## src/rtl/score_tracker_pkg.sv

```systemverilog
// score_tracker_pkg: shared widths and game FSM state encoding for the score tracker
package score_tracker_pkg;
  localparam int SCORE_W = 14;
  localparam int BCD_W = 16;
  typedef enum logic [1:0] {IDLE = 2'd0, RUN = 2'd1, OVER = 2'd2} state_t;
endpackage

```

## src/rtl/bin2bcd_seq.sv

```systemverilog
// bin2bcd_seq: sequential double-dabble converter, 14-bit binary to 4 BCD digits in 14 shifts
// ports: clk, rst_n (sync, active-low), start (ignored while busy), bin, busy (shifting or done), done (1-cycle), bcd (valid with done)
module bin2bcd_seq
  import score_tracker_pkg::*;
(
  input  logic               clk,
  input  logic               rst_n,
  input  logic               start,
  input  logic [SCORE_W-1:0] bin,
  output logic               busy,
  output logic               done,
  output logic [BCD_W-1:0]   bcd
);
  localparam int SR_W = SCORE_W + BCD_W;
  localparam logic [3:0] LAST = 4'(SCORE_W - 1);
  logic [SR_W-1:0] sr_q, sr_d, adj;
  logic [3:0] cnt_q, cnt_d;
  logic busy_q, busy_d, done_q, done_d, start_ok;
  always_comb begin
    adj = sr_q;
    for (int i = 0; i < 4; i++)
      adj[SCORE_W+4*i +: 4] = (sr_q[SCORE_W+4*i +: 4] >= 4'd5) ? sr_q[SCORE_W+4*i +: 4] + 4'd3 : sr_q[SCORE_W+4*i +: 4];
    start_ok = start & ~busy_q & ~done_q;
    sr_d = start_ok ? {{BCD_W{1'b0}}, bin} : busy_q ? adj << 1 : sr_q;
    cnt_d = start_ok ? 4'd0 : busy_q ? cnt_q + 4'd1 : cnt_q;
    busy_d = start_ok | (busy_q & (cnt_q != LAST));
    done_d = busy_q & (cnt_q == LAST);
  end
  always_ff @(posedge clk) begin
    if (!rst_n) begin
      sr_q <= '0;
      cnt_q <= '0;
      busy_q <= 1'b0;
      done_q <= 1'b0;
    end else begin
      sr_q <= sr_d;
      cnt_q <= cnt_d;
      busy_q <= busy_d;
      done_q <= done_d;
    end
  end
  // done counts as busy so a new start cannot overwrite the result being latched
  assign busy = busy_q | done_q;
  assign done = done_q;
  assign bcd = sr_q[SR_W-1 -: BCD_W];
endmodule

```

## src/rtl/score_tracker.sv

```systemverilog
// score_tracker: game FSM, tick-prescaled saturating score, hi score latch and shared BCD conversion scheduler
// ports: clk, rst_n (sync, active-low), tick/start/game_over pulses in; running, score, score_hi (32b binary),
//        score_bcd, hi_bcd (4 BCD digits), bcd_busy (conversion running or pending) out
module score_tracker
  import score_tracker_pkg::*;
#(
  parameter int MAX_SCORE = 9999,
  parameter int TICKS_PER_POINT = 6
) (
  input  logic        clk,
  input  logic        rst_n,
  input  logic        tick,
  input  logic        start,
  input  logic        game_over,
  output logic        running,
  output logic [31:0] score,
  output logic [31:0] score_hi,
  output logic [15:0] score_bcd,
  output logic [15:0] hi_bcd,
  output logic        bcd_busy
);
  localparam logic [SCORE_W-1:0] MAX = SCORE_W'(MAX_SCORE);
  localparam logic [5:0] TLAST = 6'(TICKS_PER_POINT - 1);
  state_t state_q, state_d;
  logic [5:0] presc_q, presc_d;
  logic [SCORE_W-1:0] score_q, score_d, hi_q, hi_d, conv_bin;
  logic [BCD_W-1:0] score_bcd_q, score_bcd_d, hi_bcd_q, hi_bcd_d, conv_bcd;
  logic dirty_s_q, dirty_s_d, dirty_h_q, dirty_h_d, pref_h_q, pref_h_d, src_q, src_d;
  logic go, st, adv, wrap, issue, pick_h, conv_busy, conv_done;
  always_comb begin
    go = game_over & (state_q == RUN);
    st = start & ~go;
    adv = (state_q == RUN) & tick & ~game_over & ~start;
    wrap = adv & (presc_q == TLAST);
    state_d = go ? OVER : st ? RUN : state_q;
    presc_d = (st | wrap) ? 6'd0 : adv ? presc_q + 6'd1 : presc_q;
    score_d = st ? '0 : (wrap && score_q != MAX) ? score_q + 1'b1 : score_q;
    hi_d = (go && score_q > hi_q) ? score_q : hi_q;
    issue = ~conv_busy & (dirty_s_q | dirty_h_q);
    // pref_h_q remembers that score was served last, so hi goes next when both wait
    pick_h = dirty_h_q & (~dirty_s_q | pref_h_q);
    conv_bin = pick_h ? hi_q : score_q;
    dirty_s_d = (score_d != score_q) | (dirty_s_q & ~(issue & ~pick_h));
    dirty_h_d = (hi_d != hi_q) | (dirty_h_q & ~(issue & pick_h));
    pref_h_d = issue ? ~pick_h : pref_h_q;
    src_d = issue ? pick_h : src_q;
    score_bcd_d = (conv_done & ~src_q) ? conv_bcd : score_bcd_q;
    hi_bcd_d = (conv_done & src_q) ? conv_bcd : hi_bcd_q;
  end
  always_ff @(posedge clk) begin
    if (!rst_n) begin
      state_q <= IDLE;
      presc_q <= '0;
      score_q <= '0;
      hi_q <= '0;
      score_bcd_q <= '0;
      hi_bcd_q <= '0;
      dirty_s_q <= 1'b0;
      dirty_h_q <= 1'b0;
      pref_h_q <= 1'b0;
      src_q <= 1'b0;
    end else begin
      state_q <= state_d;
      presc_q <= presc_d;
      score_q <= score_d;
      hi_q <= hi_d;
      score_bcd_q <= score_bcd_d;
      hi_bcd_q <= hi_bcd_d;
      dirty_s_q <= dirty_s_d;
      dirty_h_q <= dirty_h_d;
      pref_h_q <= pref_h_d;
      src_q <= src_d;
    end
  end
  bin2bcd_seq u_conv (
    .clk  (clk),
    .rst_n(rst_n),
    .start(issue),
    .bin  (conv_bin),
    .busy (conv_busy),
    .done (conv_done),
    .bcd  (conv_bcd)
  );
  assign running = state_q == RUN;
  assign score = {{(32-SCORE_W){1'b0}}, score_q};
  assign score_hi = {{(32-SCORE_W){1'b0}}, hi_q};
  assign score_bcd = score_bcd_q;
  assign hi_bcd = hi_bcd_q;
  assign bcd_busy = conv_busy | dirty_s_q | dirty_h_q;
endmodule
```

## config.mk

```make
export PLATFORM = sky130hd
export DESIGN_NAME = score_tracker
export DESIGN_NICKNAME = d
export VERILOG_FILES = /design/src/rtl/score_tracker_pkg.sv /design/src/rtl/bin2bcd_seq.sv /design/src/rtl/score_tracker.sv
export SDC_FILE = /design/constraint.sdc
export NUM_CORES = 1
export LEC_CHECK = 0
export ABC_AREA = 1
export CAP_MARGIN = 25
export CORE_AREA = 2 2 89 176
export DETAILED_ROUTE_END_ITERATION = 7
export DIE_AREA = 0 0 91 178
export GPL_TIMING_DRIVEN = 1
export HOLD_SLACK_MARGIN = 0.1
export REMOVE_ABC_BUFFERS = 1
export SYNTH_ARGS = -nofsm -noshare
export SYNTH_HDL_FRONTEND = slang
export SYNTH_SLANG_ARGS = --single-unit
```

## constraint.sdc

```tcl
create_clock -name clk -period 2.7 [get_ports clk]
set_input_delay 0.54 -clock clk [delete_from_list [all_inputs] [get_ports clk]]
set_output_delay 0.54 -clock clk [all_outputs]
set_load 0.01 [all_outputs]
```

==> results.md, run 1 <==
* Number of enable-type register cells in the synthesized netlist at 0
* Post-CTS Hold Fix Bufs at 0
* Initial antenna violation count at 0
* Count of pins over their slew limit at 0
* Total of cells resized after clock tree synthesis at 0
* Setup Fix Bufs, Post-CTS at 0
* Top cell type by total area after synthesis: dfxtp_1
* Synthesized instance count at 790
* Switching share of power at 34.14%
* Count of H-tree levels built during CTS at 3
* Endpoint arrival time on the critical path at 2.63 ns
* Placed Cells at 1045
* Remaining antenna violation count at 0
* Launching element type of the critical path: register
* Max Clock Freq at 416.2 MHz
* WP data required at 2.93 ns
* TritonCTS clock tree: built
* Root buf cell: clkbuf_16
* Cell repeated most along the worst path: nor2_1
* Vias per std cell at 5.119
* Portion of the clock cycle consumed by the worst path in the final layout at 88.99%
* Critical path class: register to register
* Initial DRC Count at 200
* Starting density of the core at 39.17%
* Critical R2R Launch: hi_q[5]$_SDFF_PN0_
* Synth Warn # at 0
* Layout cell share with drive strength beyond 1 at 8.661%
* Post-route non-filler standard cell count at 1061
* Buffers plus inverters on the worst setup path at 2
* Critical path's slowest cell: dfxtp_1
* Most instantiated library cell after synthesis: dfxtp_1
* Max Cap Viol at 0
* Core Util, Final at 46.88%
* Reg power frac at 41.6%
* Die width at 91 um
* Hold_ws at 0.4650 ns
* DIE AREA at 0.01620 mm2
* Critical hold path startpoint: u_conv.sr_q[0]$_SDFFE_PN0P_
* Leading cell types by total area after synthesis: dfxtp_1 (37%), inv_1 (6.5%), o21ai_0 (6.3%), ha_1 (5.8%), nand2_1 (5.8%)
* P_int at 2813 uW
* Number of register bits inferred by synthesis at 108
* Count of final setup violators at 0
* Clock tree skew after final layout at 0.006311 ns
* Worst Slack Setup Final at 0.2974 ns
* Slack of the worst reg-to-reg path at 0.30 ns
* Area grow syn2layout at 19.70%
* Crit. Startpoint: hi_q[5]$_SDFF_PN0_
* Ant. Diodes at 0
* Total GRT Usage at 20.23%
* Max-Slew Margin vs Limit at 45.76%
* Ports at 103
* Residual DRC count at 0
* DPL Wire Length at 12750 um
* Per-instance average area after synthesis at 7.347 um2
* Netlist cell types at 41
* CTS buffer count at 9
* Height of the die at 178 um
* Share of flip-flops with an asynchronous set or reset after synthesis at 0%
* Wire length of the first global-routing pass at 25760 um
* Clk network pwr share at 32.0%
* Port buffer count at 66
* PD cells at 614.8 mW/mm2
* Primary flip-flop cell chosen by synthesis mapping: dfxtp_1
* Unrepaired setup endpoints after global routing: false
* Insertion delay to the later sink of the worst-skew pair at 0.34 ns
* Gp weighted congestion at 0.9195
* Number of global-route vias before repair at 5189
* Sequential element share of the synthesized area at 37.25%
* Psw at 1458 uW
* Area of the core at 0.01482 mm2
* Class of the tightest hold or removal check: register to register
* Minimum clock period after layout at 2.403 ns
* Post-Syn Area at 0.005804 mm2
* Post-detailed-routing wire length at 16540 um
* Largest driver fanout on the critical path at 23
* Cell Chain, Critical Path: inv_1, ha_1, nand2_1, nor2_1, nand2_1, nor2_1, nor2_4, buf_4, nand4_1, nand3_1, nor2_1, nand2_1, nor2_1, a21oi_1
* Actual slew at the worst max-slew pin at 0.8127 ns
* Combinational share of power at 26.4%
* Aggregate negative setup slack at 0 ns
* Floorplan row count at 63
* IR Drop Worst-Case VDD at 0.0004464 V
* Static leakage at 0.002920 uW
* Most common library cells after synthesis: dfxtp_1 (108), inv_1 (100), nand2_1 (90), nor2_1 (84), o21ai_0 (73)
* Total global routing overflow at 0
* Max incr delay on CP at 0.43 ns
* Reg clk slew, reported paths at 0.07 ns
* Clock sink total at 108
* Status: finished, final reports clean
* Total vias in the final route at 5431
* Hold Fails Final Rpt at 0
* Share of Yosys cell area claimed by the top area cell type at 37.25%
* Largest delay contributor family on the critical path: simple AND/OR/NAND/NOR gates
* DR pass1 iterations at 5
* Maximum number of pins on one net before global-route repair at 47
* Drt wl/cell at 15.59 um
* Post-Place Worst Slack at 0.2198 ns
* Count of nets after finishing at 893
* Worst Setup End Kind: register
* Clk buf depth at 2
## worst reg2reg max path, cell delays in order, from the launching register on
cell	delay (ns)
dfxtp_1	0.43
inv_1	0.12
ha_1	0.31
nand2_1	0.07
nor2_1	0.13
nand2_1	0.13
nor2_1	0.21
nor2_4	0.04
buf_4	0.22
nand4_1	0.12
nand3_1	0.07
nor2_1	0.21
nand2_1	0.08
nor2_1	0.09
a21oi_1	0.06
## cell type report
| class | count | area, um2 |
|---|---|---|
| Clock buffer | 12 | 246.5 |
| Clock inverter | 4 | 56.30 |
| Timing Repair Buffer | 96 | 885.9 |
| Multi-Input combinational cell | 533 | 2927 |
| Tap cell | 195 | 244.0 |
| Fill cell | 1578 | 7871 |
| Sequential cell | 108 | 2162 |
| Inverter | 113 | 426.7 |
## registers in the layout (all words and copies together) (netlist names)
name / cells
state_q: 2
u_conv.sr_q: 30
presc_q: 6
dirty_s_q: 1
u_conv.done: 1
pref_h_q: 1
u_conv.cnt_q: 4
score_bcd: 16
src_q: 1
hi_q: 14
dirty_h_q: 1
u_conv.busy_q: 1
score_q: 14
hi_bcd: 16
## per-stage QoR
stage                     power, uW  cell area (um2)
after floorplan                2473             5515
after global placement         2936             6645
after detailed placement       2937             6645
after CTS                      4313             6948
after global routing           4485             6948
final                          4271             6948
## final timing paths
| check | to | depth (start not counted) |
|---|---|---|
| worst max-delay path | dirty_h_q$_SDFF_PN0_ | 14 |
| worst min-delay path | u_conv.sr_q[0]$_SDFFE_PN0P_ | 2 |
| worst max register to register | dirty_h_q$_SDFF_PN0_ | 14 |
| worst min register to register | u_conv.sr_q[0]$_SDFFE_PN0P_ | 2 |
## layer usage
metal  share of wire [%]  track usage [%]  wire length [um]  vias to the layer above
met5                   0                0                 0                        -
li1                    -                -                 -                     2711
met4                 4.9            12.56               804                        0
met3                 3.0            2.028               495                       42
met2                  58            41.54              9577                      141
met1                  34            18.23              5661                     2537
## power groups by stage
stage | combinational [uW] | sequential, uW | clock (uW)
4_1_cts | 1130 | 1780 | 1410
3_5_place_dp | 1120 | 1810 | 0
6_report | 1130 | 1780 | 1370
3_3_place_gp | 1120 | 1810 | 0
2_1_floorplan | 658 | 1820 | 0
5_1_grt | 1240 | 1790 | 1460
## kinds of logic after synthesis
group           share of synthesized area (%)
compound gates                          19.79
xor+xnor                                1.358
fa+ha+maj                               5.820
buf+inv                                 14.59
flops                                   37.25
other cells                           0.06461
simple gates                            21.13
## cells in the final DEF (no fill, tap or decap), types with 3 or more instances in the layout
cell type | synthesis | layout
a211oi_1 | 18 | 18
a21oi_1 | 63 | 63
buf_4 | 38 | 30
clkbuf_16 | 0 | 9
clkdlybuf4s50_1 | 0 | 66
conb_1 | 1 | 36
dfxtp_1 | 108 | 108
ha_1 | 27 | 27
inv_1 | 100 | 100
inv_2 | 10 | 10
nand2_1 | 90 | 90
nand3_1 | 27 | 27
nand4_1 | 30 | 30
nor2_1 | 84 | 84
nor2_2 | 5 | 5
nor2_4 | 3 | 3
nor3_1 | 9 | 9
nor3_2 | 3 | 3
nor4_1 | 3 | 3
o211ai_1 | 10 | 10
o21a_1 | 4 | 4
o21ai_0 | 73 | 73
o21ai_1 | 9 | 9
o221ai_1 | 13 | 13
o22ai_1 | 3 | 3
xor2_1 | 9 | 9
No activity file was read; power rests on OpenSTA's default activity.
==> run 2, diff against run 1 <==
Settings changed: REMOVE_ABC_BUFFERS 1 to not set.
Clock period 2.7 ns to 3.1 ns, I/O delays scaled along.
==> results.md, run 2 (synthesized netlist as in run 1, its figures left out) <==
* Post-CTS Hold Fix Bufs at 0 (unchanged)
* Actual slew at the worst max-slew pin at 0.8212 ns (was 0.8127 ns)
* Die width at 91 um (unchanged)
* Static leakage at 0.002887 uW (was 0.002920 uW)
* Count of nets after finishing at 885 (was 893)
* Leading cell types in the layout, fill and taps excluded: dfxtp_1 (108), inv_1 (100), nand2_1 (90), nor2_1 (84), o21ai_0 (73) (unchanged)
* Initial DRC Count at 320 (was 200)
* Area of the core at 0.01482 mm2 (unchanged)
* Clk buf depth at 2 (unchanged)
* Setup Fix Bufs, Post-CTS at 0 (unchanged)
* Max Cap Viol at 0 (unchanged)
* Largest driver fanout on the critical path at 24 (was 23)
* IR Drop Worst-Case VDD at 0.0003039 V (was 0.0004464 V)
* Post-route non-filler standard cell count at 1053 (was 1061)
* Layout cell share with drive strength beyond 1 at 8.042% (was 8.661%)
* Largest register FFs at 30 (unchanged)
* Unrepaired setup endpoints after global routing: false (unchanged)
* DPL Wire Length at 13060 um (was 12750 um)
* Remaining antenna violation count at 0 (unchanged)
* DR pass1 iterations at 6 (was 5)
* Count of pins over their slew limit at 0 (unchanged)
* Ports at 103 (unchanged)
* Root buf cell: clkbuf_16 (unchanged)
* Number of global-route vias before repair at 5257 (was 5189)
* Endpoint arrival time on the critical path at 2.83 ns (was 2.63 ns)
* WP data required at 3.40 ns (was 2.93 ns)
* Class of the tightest hold or removal check: register to register (unchanged)
* Starting density of the core at 39.17% (unchanged)
* Instance area at placement at 0.006585 mm2 (was 0.006645 mm2)
* Status: finished, final reports clean (unchanged)
* Post-detailed-routing wire length at 17150 um (was 16540 um)
* Insertion delay to the later sink of the worst-skew pair at 0.36 ns (was 0.34 ns)
* Max Clock Freq at 395.1 MHz (was 416.2 MHz)
* Reg clk slew, reported paths at 0.08 ns (was 0.07 ns)
* Count of final setup violators at 0 (unchanged)
* Gp weighted congestion at 0.9349 (was 0.9195)
* Ant. Diodes at 0 (unchanged)
* Portion of the clock cycle consumed by the worst path in the final layout at 81.65% (was 88.99%)
* Total global routing overflow at 0 (unchanged)
* Aggregate negative setup slack at 0 ns (unchanged)
* CTS buffer count at 9 (unchanged)
* DIE AREA at 0.01620 mm2 (unchanged)
* Clock tree skew after final layout at 0.01471 ns (was 0.006311 ns)
* Port buffer count at 66 (unchanged)
* Non-Filler Cell Area, Final at 0.006902 mm2 (was 0.006948 mm2)
* Area grow syn2layout at 18.90% (was 19.70%)
* Maximum number of pins on one net before global-route repair at 47 (unchanged)
* Initial antenna violation count at 0 (unchanged)
* Biggest register: u_conv.sr_q (unchanged)
* Launching element type of the critical path: register (unchanged)
* Total vias in the final route at 5428 (was 5431)
* Hold Fails Final Rpt at 0 (unchanged)
* Fill cell count at 1586 (was 1578)
* PD cells at 538.0 mW/mm2 (was 614.8 mW/mm2)
* Critical path class: register to register (unchanged)
* TritonCTS clock tree: built (unchanged)
* Wire length of the first global-routing pass at 27080 um (was 25760 um)
* Minimum clock period after layout at 2.531 ns (was 2.403 ns)
* Placed Cells at 1037 (was 1045)
* Count of H-tree levels built during CTS at 3 (unchanged)
* Residual DRC count at 0 (unchanged)
* Total of cells resized after clock tree synthesis at 0 (unchanged)
* Drt wl/cell at 16.28 um (was 15.59 um)
* Height of the die at 178 um (unchanged)
* Max-Slew Margin vs Limit at 45.19% (was 45.76%)
* Floorplan row count at 63 (unchanged)
* Vias per std cell at 5.155 (was 5.119)
* Most frequent standard cell in the layout excluding fill and tap cells: dfxtp_1 (unchanged)
* Clock sink total at 108 (unchanged)
* Total GRT Usage at 21.46% (was 20.23%)
* Worst Setup End Kind: register (unchanged)
[run 2: metal layers]
| layer | up-vias | track usage (%) | part of all wire [%] |
|---|---|---|---|
| li1 | 2698 | - | - |
| met1 | 2498 | 20.80 | 35 |
| met2 | 166 | 41.73 | 56 |
| met3 | 66 | 2.535 | 3.5 |
| met4 | 0 | 14.08 | 5.4 |
| met5 | - | 0 | 0 |
[run 2: metrics by stage]
stage          hold WS, ns  total power, uW  setup slack [ns]  utilization (%)
4_1_cts             0.4718             3728            0.5986            46.57
6_report            0.4674             3713            0.5690            46.57
2_1_floorplan       0.4392             2257             1.078                -
3_5_place_dp        0.4571             2537            0.4369            44.44
3_3_place_gp        0.4548             2543            0.4220            44.44
5_1_grt             0.4895             3889            0.3776            46.57
[run 2: critical path: stages (launching register included)]
cell and delay, ns:
dfxtp_1 0.40, inv_1 0.10, ha_1 0.29, nand2_1 0.08, clkinv_1 0.06, nand3_1 0.16
nor2_1 0.10, nor2_4 0.47, nand2_1 0.22, inv_2 0.15, nand3_1 0.08, nand2_1 0.08
inv_1 0.03, nand2_1 0.08, nor2_1 0.05, a21oi_1 0.10
[run 2: worst paths after layout]
check,start,endpoint,slack (ns),depth (start not counted)
hold reg to reg,u_conv.sr_q[0]$_SDFFE_PN0P_,u_conv.sr_q[0]$_SDFFE_PN0P_,0.47,2
setup / recovery,hi_q[7]$_SDFF_PN0_,dirty_h_q$_SDFF_PN0_,0.57,15
hold / removal,u_conv.sr_q[0]$_SDFFE_PN0P_,u_conv.sr_q[0]$_SDFFE_PN0P_,0.47,2
setup reg to reg,hi_q[7]$_SDFF_PN0_,dirty_h_q$_SDFF_PN0_,0.57,15
[run 2: area by class of cell]
cell class | instances | area (um2) | share of cell area, %
multi-input combinational | 533 | 2927 | 42.40
sequential | 108 | 2162 | 31.33
timing repair buffer | 88 | 825.8 | 11.97
inverter | 113 | 426.7 | 6.182
tap | 195 | 244.0 | 3.535
clock buffer | 9 | 225.2 | 3.263
clock inverter | 7 | 91.34 | 1.323
[run 2: report_power, final]
group | total, uW | internal, uW | switching [uW]
Combinational | 967 | 296 | 671
Sequential | 1550 | 1480 | 68.7
Clock | 1200 | 580 | 619
==> run 3, diff against run 2 <==
Clock period 3.1 ns to 2.6 ns, I/O delays scaled along.
==> results.md, run 3 (synthesized netlist as in run 1, its figures left out) <==
* Largest driver fanout on the critical path at 23 (was 24)
* Port buffer count at 66 (unchanged)
* Critical path's slowest cell: dfxtp_1 (was nor2_4)
* Largest delay contributor family on the critical path: simple AND/OR/NAND/NOR gates (unchanged)
* Max Cap Viol at 0 (unchanged)
* Setup Fix Bufs, Post-CTS at 0 (unchanged)
* Actual slew at the worst max-slew pin at 0.7599 ns (was 0.8212 ns)
* Remaining antenna violation count at 0 (unchanged)
* Floorplan row count at 63 (unchanged)
* Minimum clock period after layout at 2.416 ns (was 2.531 ns)
* Worst Setup End Kind: register (unchanged)
* Most frequent standard cell in the layout excluding fill and tap cells: dfxtp_1 (unchanged)
* DR pass1 iterations at 5 (was 6)
* Slack of the worst reg-to-reg path at 0.18 ns (was 0.57 ns)
* Buffers plus inverters on the worst setup path at 2 (was 4)
* Static leakage at 0.002936 uW (was 0.002887 uW)
* Count of pins over their slew limit at 0 (unchanged)
* Residual DRC count at 0 (unchanged)
* Crit. Startpoint: hi_q[2]$_SDFF_PN0_ (was hi_q[7]$_SDFF_PN0_)
* Count of final setup violators at 0 (unchanged)
* Reg clk slew, reported paths at 0.08 ns (about the same)
* Non-Filler Cell Area, Final at 0.006979 mm2 (was 0.006902 mm2)
* Total GRT Usage at 21.10% (was 21.46%)
* Wire length of the first global-routing pass at 27030 um (was 27080 um)
* Launching element type of the critical path: register (unchanged)
* Initial DRC Count at 276 (was 320)
* Critical R2R Launch: hi_q[2]$_SDFF_PN0_ (was hi_q[7]$_SDFF_PN0_)
* Worst Setup EP: dirty_h_q$_SDFF_PN0_ (unchanged)
* Cell Chain, Critical Path: inv_1, ha_1, nand2_1, nor2_1, nand2_1, nor2_1, nor2_4, buf_4, nand4_1, nand3_1, nor2_1, nand2_1, nor2_1, a21oi_1 (was inv_1, ha_1, nand2_1, clkinv_1, nand3_1, nor2_1, nor2_4, nand2_1, inv_2, nand3_1, nand2_1, inv_1, nand2_1, nor2_1, a21oi_1)
* Total of cells resized after clock tree synthesis at 0 (unchanged)
* Biggest register: u_conv.sr_q (unchanged)
* Vias per std cell at 5.180 (was 5.155)
* Starting density of the core at 39.17% (unchanged)
* Area grow syn2layout at 20.24% (was 18.90%)
* Max Clock Freq at 413.9 MHz (was 395.1 MHz)
* Die width at 91 um (unchanged)
* Endpoint arrival time on the critical path at 2.66 ns (was 2.83 ns)
* Instance count on the critical path at 14 (was 15)
* Height of the die at 178 um (unchanged)
* Max-Slew Margin vs Limit at 49.28% (was 45.19%)
* Ant. Diodes at 0 (unchanged)
* Drt wl/cell at 16.04 um (was 16.28 um)
* IR Drop Worst-Case VDD at 0.0004562 V (was 0.0003039 V)
* Root buf cell: clkbuf_16 (unchanged)
* Layout cell share with drive strength beyond 1 at 9.206% (was 8.042%)
* Unrepaired setup endpoints after global routing: false (unchanged)
* Worst R2R End: dirty_h_q$_SDFF_PN0_ (unchanged)
* Total global routing overflow at 0 (unchanged)
* Post-detailed-routing wire length at 17060 um (was 17150 um)
* Status: finished, final reports clean (unchanged)
* Largest register FFs at 30 (unchanged)
* DPL Wire Length at 13220 um (was 13060 um)
* Hold Fails Final Rpt at 0 (unchanged)
* Instance area at placement at 0.006668 mm2 (was 0.006585 mm2)
* Post-CTS Hold Fix Bufs at 0 (unchanged)
* Area of the core at 0.01482 mm2 (unchanged)
* Clock sink total at 108 (unchanged)
* Clock tree skew after final layout at 0.01343 ns (was 0.01471 ns)
* Critical path class: register to register (unchanged)
* Insertion delay to the later sink of the worst-skew pair at 0.35 ns (was 0.36 ns)
* TritonCTS clock tree: built (unchanged)
* Fill cell count at 1582 (was 1586)
* Class of the tightest hold or removal check: register to register (unchanged)
* CTS buffer count at 9 (unchanged)
* Portion of the clock cycle consumed by the worst path in the final layout at 92.93% (was 81.65%)
* Leading cell types in the layout, fill and taps excluded: dfxtp_1 (108), inv_1 (100), nand2_1 (90), nor2_1 (84), o21ai_0 (73) (unchanged)
* Cell repeated most along the worst path: nor2_1 (was nand2_1)
* Total vias in the final route at 5511 (was 5428)
* Clk buf depth at 2 (unchanged)
* Count of H-tree levels built during CTS at 3 (unchanged)
* Ports at 103 (unchanged)
* Aggregate negative setup slack at 0 ns (unchanged)
* Number of global-route vias before repair at 5340 (was 5257)
* WP data required at 2.84 ns (was 3.40 ns)
* Initial antenna violation count at 0 (unchanged)
* Max incr delay on CP at 0.40 ns (was 0.47 ns)
* Gp weighted congestion at 0.9419 (was 0.9349)
* Count of nets after finishing at 896 (was 885)
* Maximum number of pins on one net before global-route repair at 47 (unchanged)
* PD cells at 635.3 mW/mm2 (was 538.0 mW/mm2)
* DIE AREA at 0.01620 mm2 (unchanged)
* Logic depth of the worst register-to-register path at 14 (was 15)
[run 3: cell types whose count changed in the layout (fill, tap and decap cells not counted), sizes merged]
cell	delta
inv	+1
clkinv	-1
buf	+11
[run 3: metal layers]
layer	global-route usage (%)	vias to the layer above	part of all wire, %
li1	-	2711	-
met1	20.19	2537	35
met2	41.94	205	55
met3	2.493	58	3.8
met4	12.63	0	5.7
met5	0	-	0
[run 3: through the flow]
| stage | utilization (%) | hold slack (ns) | worst slack (ns) | total power [uW] | instances |
|---|---|---|---|---|---|
| floorplan | - | 0.4392 | 0.5776 | 2691 | 825 |
| global placement | 44.99 | 0.4500 | 0.1883 | 3053 | 1048 |
| detailed placement | 44.99 | 0.4556 | 0.1670 | 3059 | 1048 |
| CTS | 47.10 | 0.4667 | 0.2321 | 4455 | 1064 |
| global route | 47.10 | 0.4832 | 0.03626 | 4667 | 1064 |
| finish | 47.10 | 0.4626 | 0.1838 | 4434 | 1064 |
[run 3: layout make-up]
type	instances	area [um2]	share of cell area, %
Timing Repair Buffer	99	908.4	13.02
Sequential cell	108	2162	30.98
Inverter	113	426.7	6.113
Tap cell	195	244.0	3.496
Multi-Input combinational cell	533	2927	41.93
Clock buffer	9	225.2	3.227
Clock inverter	7	86.33	1.237
[run 3: report_power, final]
| group | total, uW | internal [uW] | switching (uW) | leakage [uW] |
|---|---|---|---|---|
| logic | 1190 | 381 | 812 | 0.00191 |
| clock network | 1400 | 690 | 710 | 0.000150 |
| registers | 1840 | 1760 | 78.9 | 0.000874 |
| total | 4430 | 2830 | 1600 | 0.00294 |
[run 3: how the worst min path moves through the flow]
| stage | start | end | slack [ns] | cells after the start |
|---|---|---|---|---|
| floorplan | u_conv.sr_q[29]$_SDFFE_PP0P_ | u_conv.sr_q[29]$_SDFFE_PP0P_ | 0.44 | 2 |
| global placement | u_conv.sr_q[29]$_SDFFE_PP0P_ | u_conv.sr_q[29]$_SDFFE_PP0P_ | 0.45 | 2 |
| detailed placement | u_conv.sr_q[0]$_SDFFE_PN0P_ | u_conv.sr_q[0]$_SDFFE_PN0P_ | 0.46 | 2 |
| CTS | u_conv.sr_q[0]$_SDFFE_PN0P_ | u_conv.sr_q[0]$_SDFFE_PN0P_ | 0.47 | 2 |
| global route | u_conv.sr_q[29]$_SDFFE_PP0P_ | u_conv.sr_q[29]$_SDFFE_PP0P_ | 0.48 | 2 |
| finish | u_conv.sr_q[0]$_SDFFE_PN0P_ | u_conv.sr_q[0]$_SDFFE_PN0P_ | 0.46 | 2 |
[run 3: worst min-delay path: stages (launching register included)]
cell	delay [ns]
dfxtp_1	0.31
nand2_1	0.06
a21oi_1	0.05
